[src/rtl/traffic_light_ctrl.sv]
// Two-way intersection light sequencer with a pedestrian walk phase.
// Each rising edge of the 1 Hz tick_in is one tick; every state lasts its duration in ticks.
//
// state   | code | meaning
// --------+------+-----------------------------------------------
// RED_CLR |  0   | all-red clearance between phases
// MAIN_G  |  1   | main road green
// MAIN_Y  |  2   | main road yellow
// SIDE_G  |  3   | side road green
// SIDE_Y  |  4   | side road yellow
// WALK    |  5   | pedestrian walk, all roads red
module traffic_light_ctrl #(
  parameter int MAIN_GREEN_S = 10,
  parameter int SIDE_GREEN_S = 6,
  parameter int YELLOW_S     = 3,
  parameter int ALL_RED_S    = 1,
  parameter int WALK_S       = 5,
  parameter int CNT_W        = 8
) (
  input  logic             clk_in,
  input  logic             rst_n,
  input  logic             tick_in,
  input  logic             enable,
  input  logic             ped_req,
  output logic [2:0]       main_light,
  output logic [2:0]       side_light,
  output logic             ped_walk,
  output logic             ped_ack,
  output logic             ped_pending,
  output logic [CNT_W-1:0] remaining,
  output logic [2:0]       state_o
);

  typedef enum logic [2:0] {
    RED_CLR = 3'd0,
    MAIN_G  = 3'd1,
    MAIN_Y  = 3'd2,
    SIDE_G  = 3'd3,
    SIDE_Y  = 3'd4,
    WALK    = 3'd5
  } state_t;

  localparam logic [2:0] LAMP_RED = 3'b100;
  localparam logic [2:0] LAMP_YEL = 3'b010;
  localparam logic [2:0] LAMP_GRN = 3'b001;

  state_t           state;
  state_t           state_nxt;
  logic [CNT_W-1:0] rem;
  logic [CNT_W-1:0] rem_nxt;
  logic             next_side;
  logic             next_side_nxt;

  logic             tick_d;
  logic             tick_pulse;
  logic             tick_q;
  logic             ped_s1;
  logic             ped_s2;
  logic             ped_s3;
  logic             ped_edge;
  logic             walk_entry;

  function automatic logic [CNT_W-1:0] dur_of(input state_t st);
    logic [CNT_W-1:0] d;
    case (st)
      MAIN_G:  d = CNT_W'(MAIN_GREEN_S);
      MAIN_Y:  d = CNT_W'(YELLOW_S);
      SIDE_G:  d = CNT_W'(SIDE_GREEN_S);
      SIDE_Y:  d = CNT_W'(YELLOW_S);
      WALK:    d = CNT_W'(WALK_S);
      default: d = CNT_W'(ALL_RED_S);
    endcase
    return d;
  endfunction

  // {main, side, walk}; only one road ever sees green or yellow
  function automatic logic [6:0] lamps_of(input state_t st);
    logic [6:0] l;
    case (st)
      MAIN_G:  l = {LAMP_GRN, LAMP_RED, 1'b0};
      MAIN_Y:  l = {LAMP_YEL, LAMP_RED, 1'b0};
      SIDE_G:  l = {LAMP_RED, LAMP_GRN, 1'b0};
      SIDE_Y:  l = {LAMP_RED, LAMP_YEL, 1'b0};
      WALK:    l = {LAMP_RED, LAMP_RED, 1'b1};
      default: l = {LAMP_RED, LAMP_RED, 1'b0};
    endcase
    return l;
  endfunction

  assign tick_pulse = tick_in & ~tick_d;
  assign tick_q     = tick_pulse & enable;
  assign ped_edge   = ped_s2 & ~ped_s3;

  always_comb begin
    state_nxt     = state;
    rem_nxt       = rem;
    next_side_nxt = next_side;
    case (state)
      RED_CLR, MAIN_G, MAIN_Y, SIDE_G, SIDE_Y, WALK: begin
        if (tick_q) begin
          if (rem == CNT_W'(1)) begin
            case (state)
              RED_CLR: begin
                if (ped_pending)    state_nxt = WALK;
                else if (next_side) state_nxt = SIDE_G;
                else                state_nxt = MAIN_G;
              end
              MAIN_G:  state_nxt = MAIN_Y;
              MAIN_Y: begin
                state_nxt     = RED_CLR;
                next_side_nxt = 1'b1;
              end
              SIDE_G:  state_nxt = SIDE_Y;
              SIDE_Y: begin
                state_nxt     = RED_CLR;
                next_side_nxt = 1'b0;
              end
              default: state_nxt = RED_CLR;
            endcase
            rem_nxt = dur_of(state_nxt);
          end else begin
            rem_nxt = rem - CNT_W'(1);
          end
        end
      end
      // codes 6 and 7 are unreachable except by upset; fall back to clearance
      default: begin
        state_nxt = RED_CLR;
        rem_nxt   = CNT_W'(ALL_RED_S);
      end
    endcase
  end

  assign walk_entry = (state_nxt == WALK) && (state != WALK);

  always_ff @(posedge clk_in or negedge rst_n) begin
    if (!rst_n) begin
      state       <= RED_CLR;
      rem         <= CNT_W'(ALL_RED_S);
      next_side   <= 1'b0;
      tick_d      <= 1'b0;
      ped_s1      <= 1'b0;
      ped_s2      <= 1'b0;
      ped_s3      <= 1'b0;
      ped_pending <= 1'b0;
      ped_ack     <= 1'b0;
      main_light  <= LAMP_RED;
      side_light  <= LAMP_RED;
      ped_walk    <= 1'b0;
    end else begin
      tick_d    <= tick_in;
      ped_s1    <= ped_req;
      ped_s2    <= ped_s1;
      ped_s3    <= ped_s2;
      state     <= state_nxt;
      rem       <= rem_nxt;
      next_side <= next_side_nxt;
      ped_ack   <= walk_entry;
      // clearing on walk entry takes priority over a coincident button edge
      if (walk_entry)
        ped_pending <= 1'b0;
      else if (ped_edge && state != WALK)
        ped_pending <= 1'b1;
      {main_light, side_light, ped_walk} <= lamps_of(state_nxt);
    end
  end

  assign remaining = rem;
  assign state_o   = state;

endmodule
[config.mk]
export PLATFORM = sky130hd
export DESIGN_NAME = traffic_light_ctrl
export DESIGN_NICKNAME = d
export VERILOG_FILES = /design/src/rtl/traffic_light_ctrl.sv
export SDC_FILE = /design/constraint.sdc
export NUM_CORES = 1
export LEC_CHECK = 0
export ABC_AREA = 1
export ABC_CLOCK_PERIOD_IN_PS = 5100
export BUFFER_PORTS_ARGS = -buffer_cell sky130_fd_sc_hd__buf_2
export CORE_ASPECT_RATIO = 1.25
export CORE_MARGIN = 4
export CORE_UTILIZATION = 55
export CTS_BUF_LIST = sky130_fd_sc_hd__clkbuf_8
export DETAILED_ROUTE_END_ITERATION = 10
export PLACE_DENSITY = 0.76
export SETUP_SLACK_MARGIN = 0.15
export SLEW_MARGIN = 25
export SYNTH_ARGS = -nofsm -noshare
export SYNTH_HDL_FRONTEND = slang
export SYNTH_SLANG_ARGS = --single-unit
[constraint.sdc]
create_clock -name clk_in -period 5.1 [get_ports clk_in]
set_clock_uncertainty 0.1 [all_clocks]
set_input_delay 0.255 -clock clk_in [delete_from_list [all_inputs] [get_ports clk_in]]
set_output_delay 0.255 -clock clk_in [all_outputs]
set_load 0.01 [all_outputs]
==> flow_summary.ini, run 1 <==
[worst_hold_path]
hold_class = reg -> reg
worstHoldPathCells = 0
hold_start = ped_s1
min_to = ped_s2

[floorplanning]
ios = 25
core_um2 = 2402
dieArea_um2 = 3369
initial_core_util = 0.5724
die-width_um = 52.72
placementRows = 20
die_h_um = 63.91

[grt]
grtUsageTotal = 0.1754
first_global_vias = 1051
grt_max_degree = 26
antenna_found_initial = 0
grt_overflow = 0
grt_pass1_wl_um = 4402

[clock_network]
cts_tree = yes
clk_path_buf_depth = 2
cts_buffers = 3
cts.root.buffer_cell = clkbuf_8
clkTransAtPathRegs_ns = 0.08
clock-sinks = 25
cts_max_level = 1
clk_latency_ns = 0.27

[synth]
synth_enable_flop_cells = 0
synth_nets = 148
netlist.area_leader.share = 0.4004
ys_ff_latch = 25
syn_inst = 141
synthFlopType = dfrtp_1
ys_top_cells_by_area = dfrtp_1 (40%), nor2_8 (5.8%), dfstp_2 (5.7%)
synthTopCellsByCount = dfrtp_1 (22), nand2_1 (20), inv_1 (18), nand3_1 (9), inv_2 (7)
synth_top_cell_by_area = dfrtp_1
seq_area_frac_synth = 0.4577
yosysUniqueCellTypes = 28
synth_most_common_cell = dfrtp_1
avgSynthCellArea_um2 = 9.752
async_flop_share = 1.000
yosysWarningCount = 0
netlist_area_um2 = 1375

[routing]
remaining_drc_errors = 0
vias = 1019
antenna_left = 0
wl_um = 2520
drtIter0Drc = 49
via_per_inst = 4.971
dr.pass1.iters = 4
wl_per_cell_um = 12.29

[place]
place.gp.congestion = 0.8362
io_buffers = 24
place_hpwl_um = 2010

[worst_setup_path]
worstPathMaxFanout = 6
cp.arrival_ns = 1.83
r2r_slack_ns = 3.34
cp-end-kind = register
required_ns = 5.17
path_class = reg -> reg
start_kind = register
reg2reg_from = remaining[0]
reg2reg_depth = 10
reg2reg_to = ped_pending

[power]
p_leak_uw = 0.0008436
p_per_area_nw_per_um2 = 598.8
ir_drop_mv = 0.3120

[timing]
fin_crit_ns = 1.762
finalHoldViolations = 0
setup_viol = 0
fmax_mhz = 567.6
rsz0062_at_grt = no
slew_viol_final = 0
timing.final.crit_share = 0.3454
worst_pin_slew_ns = 0.5343
setup-tns-final_ns = 0
maxSlewHeadroom = 0.6438

[cells_and_area]
syn2layout_area_growth_pct = 17.20
layout-drive-gt1-share = 0.4012
finalNetCount = 180
insertedDiodeCount = 0
post-route-util = 0.6708

[status]
outcome = finished clean

[job]
maxCapViolCount = 0
state kept, by name, indices dropped and copies added, names as in the netlist:
| signal | cells |
|---|---|
| tick_d | 1 |
| main_light | 3 |
| ped_walk | 1 |
| ped_s1 | 1 |
| ped_ack | 1 |
| ped_pending | 1 |
| ped_s2 | 1 |
| ped_s3 | 1 |
| remaining | 8 |
| side_light | 3 |
| state_o | 3 |
| next_side | 1 |
metrics by stage:
| step | total power [uW] | hold WS (ns) | setup slack (ns) | cells | instance area, um^2 |
|---|---|---|---|---|---|
| 2_1_floorplan | 724.4 | -0.1406 | 3.421 | 141 | 1375 |
| 3_3_place_gp | 844.1 | 0.1673 | 3.402 | 198 | 1536 |
| 3_5_place_dp | 861.2 | 0.1742 | 3.349 | 198 | 1536 |
| 4_1_cts | 978.2 | 0.2586 | 3.325 | 205 | 1612 |
| 5_1_grt | 1047 | 0.2621 | 3.242 | 205 | 1612 |
| 6_report | 965.0 | 0.2567 | 3.338 | 205 | 1612 |
worst max path at each step:
stage                      start     endpoint
global route        remaining[0]  ped_pending
detailed placement  remaining[0]  ped_pending
CTS                 remaining[0]  ped_pending
global placement    remaining[0]  ped_pending
finish              remaining[0]  ped_pending
floorplan           remaining[0]  ped_pending
area by class of cell:
cell class                      count  area (um^2)
Clock inverter                      1        3.754
Multi-Input combinational cell     91        651.9
Fill cell                         208        790.8
Clock buffer                        3        41.29
Tap cell                           33        41.29
Inverter                           25        93.84
Timing Repair Buffer               27        150.1
Sequential cell                    25        629.4
cells by family after synthesis:
| logic type | share of synthesized area |
|---|---|
| compound gates | 0.08008 |
| flops | 0.4577 |
| xor+xnor | 0.01911 |
| fa+ha+maj | 0.01820 |
| simple gates | 0.3567 |
| buf+inv | 0.06824 |
per-layer routing:
metal	vias to the layer above	track usage	wire [um]
met4	0	0.08946	59
met2	21	0.3152	1388
li1	511	-	-
met3	6	0.03263	85
met5	-	0	0
met1	481	0.1869	986
worst max-delay path: stages, from the launching register on:
cell and delay (ns):
dfstp_2 0.58, ha_1 0.19, inv_1 0.08, nor2_4 0.12
nand3_4 0.11, nand2_2 0.09, nand2_4 0.06, nor2_8 0.13
nand3_2 0.09, nand2_1 0.06, inv_1 0.04
cell usage in the layout (no fill, tap or decap):
master,instances
o21ai_1,3
nand3_1,9
nand2_4,5
o21ai_2,1
nor3_1,3
dlygate4sd3_1,3
ha_1,2
nor2_8,4
buf_2,24
nand3_2,3
o22ai_1,3
clkbuf_8,3
inv_1,19
xor2_1,3
nand2_2,6
nor2_2,5
a22oi_1,1
nand4_1,1
nand2_1,20
dfrtp_1,22
a41oi_1,1
nand3_4,1
dfstp_2,3
o211ai_1,2
nor2_4,5
o21ai_0,4
nor3_2,1
nor2_1,6
nand3b_1,1
a21oi_4,1
inv_2,7
power breakdown:
group          leakage, uW  internal, uW  total (uW)  switching [uW]
clock            0.0000269          53.8         111            57.6
combinational     0.000503           188         514             326
sequential        0.000313           272         340            67.9
total             0.000844           513         965             452
timing repair:
action | CTS | global route
buffers inserted | 0 | 0
hold buffers | 3 | 0
resized for setup | 0 | 0
hold endpoints to repair | 24 | 0
Note: power is estimated with default switching activity, not from simulation.
==> run 2: changes to the inputs <==
- ABC_AREA: 1 -> 0
- ABC_CLOCK_PERIOD_IN_PS: 5100 -> 1600
- CORE_UTILIZATION: 55 -> 51
- PLACE_DENSITY: 0.76 -> 0.74
- clock period: 5.1 -> 1.6 ns (I/O delays scaled with it)
==> flow_summary.ini, run 2 <==
[status]
outcome = complete, but fails checks
violations = setup timing

[synth]
seq_area_frac_synth = 0.4851
synth_enable_flop_cells = 0
synth_adder_area_share = 0.01929
ys_ff_latch = 25
yosysUniqueCellTypes = 40
yosys.area_share.xor_xnor = 0
avgSynthCellArea_um2 = 9.756
syn_inst = 133
synth_most_common_cell = dfrtp_1
async_flop_share = 1.000
netlist_area_um2 = 1297
synth_nets = 140
synthTopCellsByCount = dfrtp_1 (22), nor2_1 (12), nand2_1 (9), nor3_1 (9)
synth-compound-area-share = 0.1610
muxShareOfSynthArea = 0.03182
yosysWarningCount = 0
ys_top_cells_by_area = dfrtp_1 (42%), dfstp_2 (6.1%), nor3_1 (3.5%)
synth_top_cell_by_area = dfrtp_1
netlist.area_leader.share = 0.4243
yosys.area_share.simple = 0.2681
synthFlopType = dfrtp_1
synth_top_family_by_area = simple AND/OR/NAND/NOR gates

[grt]
grtUsageTotal = 0.2435
antenna_found_initial = 0
grt_overflow = 0
busiest_layer = met2
gr-usage-met1 = 0.2685
grtUsageMet3 = 0.03030
grt_pass1_wl_um = 6175
grt_max_degree = 26
grt_util_met2 = 0.4425
first_global_vias = 1345

[timing]
finalHoldViolations = 0
slew_viol_final = 0
maxSlewHeadroom = 0.6165
final.setup.worst_slack_ns = -0.6668
setup_viol = 21
fin_crit_ns = 2.267
timing.final.crit_share = 1.417
worst_pin_slew_ns = 0.5753
fmax_mhz = 441.1
rsz0062_at_grt = yes

[worst_setup_path]
cp-end-kind = register
worstPathMaxFanout = 2
start_kind = register
cp.arrival_ns = 2.32
required_ns = 1.65
path_class = reg -> reg
r2r_slack_ns = -0.67

[clock_network]
clk_path_buf_depth = 2
cts.root.buffer_cell = clkbuf_8
cts_tree = yes
cts_max_level = 1
cts_buffers = 3
clock-sinks = 25
clk_latency_ns = 0.27
clkTransAtPathRegs_ns = 0.09

[power]
p_seq_frac = 0.332
switching_share = 0.4032
p_leak_uw = 0.0008533
internal_power_uw = 1721
p_comb_frac = 0.537
p_per_area_nw_per_um2 = 1501
p_clk_frac = 0.131
ir_drop_mv = 1.190
p_total_uw = 2883
p_sw_uw = 1163

[place]
place.gp.congestion = 0.9276
place_area_um2 = 1653
io_buffers = 24
place_hpwl_um = 2448
place_ws_ns = -0.6009
dp.cells = 209

[cells_and_area]
layout-drive-gt1-share = 0.4762
final_area_um2 = 1921
final_cell_mix = buf_4 (29), buf_2 (24), dfrtp_1 (22)
post-route-util = 0.7912
finalNetCount = 197
layout_commonest_cell = buf_4
syn2layout_area_growth_pct = 48.02
insertedDiodeCount = 0
fin_cells = 222
largest_reg_flops = 8

[floorplanning]
initial_core_util = 0.5345
die_h_um = 64.40
ios = 25
core_um2 = 2427
placementRows = 20
die-width_um = 53.12
dieArea_um2 = 3420

[routing]
vias = 1323
drtIter0Drc = 67
antenna_left = 0
via_per_inst = 5.959
wl_per_cell_um = 17.87
wl_um = 3967
dr.pass1.iters = 4
remaining_drc_errors = 0

[job]
maxCapViolCount = 0

[worst_hold_path]
hold_class = in -> async
[run 2: changes by cell type in the layout (fill, tap and decap cells not counted), moves of 4 or more]
cell	delta
a21oi_1	+5
buf_4	+29
buf_6	+5
inv_1	-16
inv_2	-7
nand2_1	-11
nand2_2	-6
nand2_4	-5
nand3_1	-7
nor2_1	+5
nor2_2	-5
nor2_4	-4
nor2_8	-4
[run 2: cell type report]
cell class	count	area, um^2
clock inverters	1	7.507
repair buffers	61	424.2
flip-flops and latches	25	629.4
multi-input cells	96	765.7
clock buffers	3	41.29
fillers	156	506.7
inverters	3	11.26
well taps	33	41.29
[run 2: repair_timing]
item | 4_1_cts | 5_1_grt
hold endpoints to repair | 24 | 0
pin swaps | 6 | 15
gates resized for setup | 13 | 20
buffers inserted | 4 | 2
endpoints found under the setup margin | 21 | 21
hold buffers | 3 | 0
[run 2: worst paths after layout]
kind                              start            end  depth (start not counted)
setup reg to reg           remaining[0]      next_side                          5
hold reg to reg                  ped_s1         ped_s2                          0
min in group clk_in              ped_s1         ped_s2                          0
setup / recovery           remaining[0]      next_side                          5
hold / removal                    rst_n         ped_s3                          2
max in group asynchronous         rst_n  side_light[2]                          2
[run 2: kinds of logic after synthesis]
| kind of cell | after synthesis |
|---|---|
| and+or+nand+nor | 58 |
| DFF | 25 |
| AOI/OAI and AO/OA | 32 |
| adders and majority gates | 2 |
| buffers and inverters | 12 |
| muxes | 4 |
[run 2: metal layers]
metal | part of all wire | vias to the layer above | wire, um
met3 | 0.047 | 15 | 187
met5 | 0 | - | 0
met1 | 0.38 | 649 | 1505
met2 | 0.53 | 59 | 2116
li1 | - | 600 | -
met4 | 0.040 | 0 | 158
[run 2: worst max-delay path, cell delays in order (launching register included)]
cell	delay (ns)
dfstp_2	0.56
ha_4	0.12
or4b_4	0.46
or4_4	0.54
o21ai_0	0.24
a21oi_1	0.12
[run 2: per-stage QoR]
stage	setup TNS [ns]	hold WS, ns
6_report	-8.524	0.2335
4_1_cts	-8.877	0.2389
3_5_place_dp	-8.424	-0.002047
2_1_floorplan	-9.009	-0.3156
5_1_grt	-10.04	0.2759
3_3_place_gp	-7.806	-0.01256
[run 2: power groups by stage]
| stage | Sequential, uW | Combinational, uW | Clock (uW) |
|---|---|---|---|
| after global routing | 971 | 1670 | 414 |
| after global placement | 946 | 1190 | 0 |
| after detailed placement | 958 | 1240 | 0 |
| after floorplan | 1050 | 524 | 0 |
| after CTS | 947 | 1380 | 388 |
| final | 956 | 1550 | 378 |
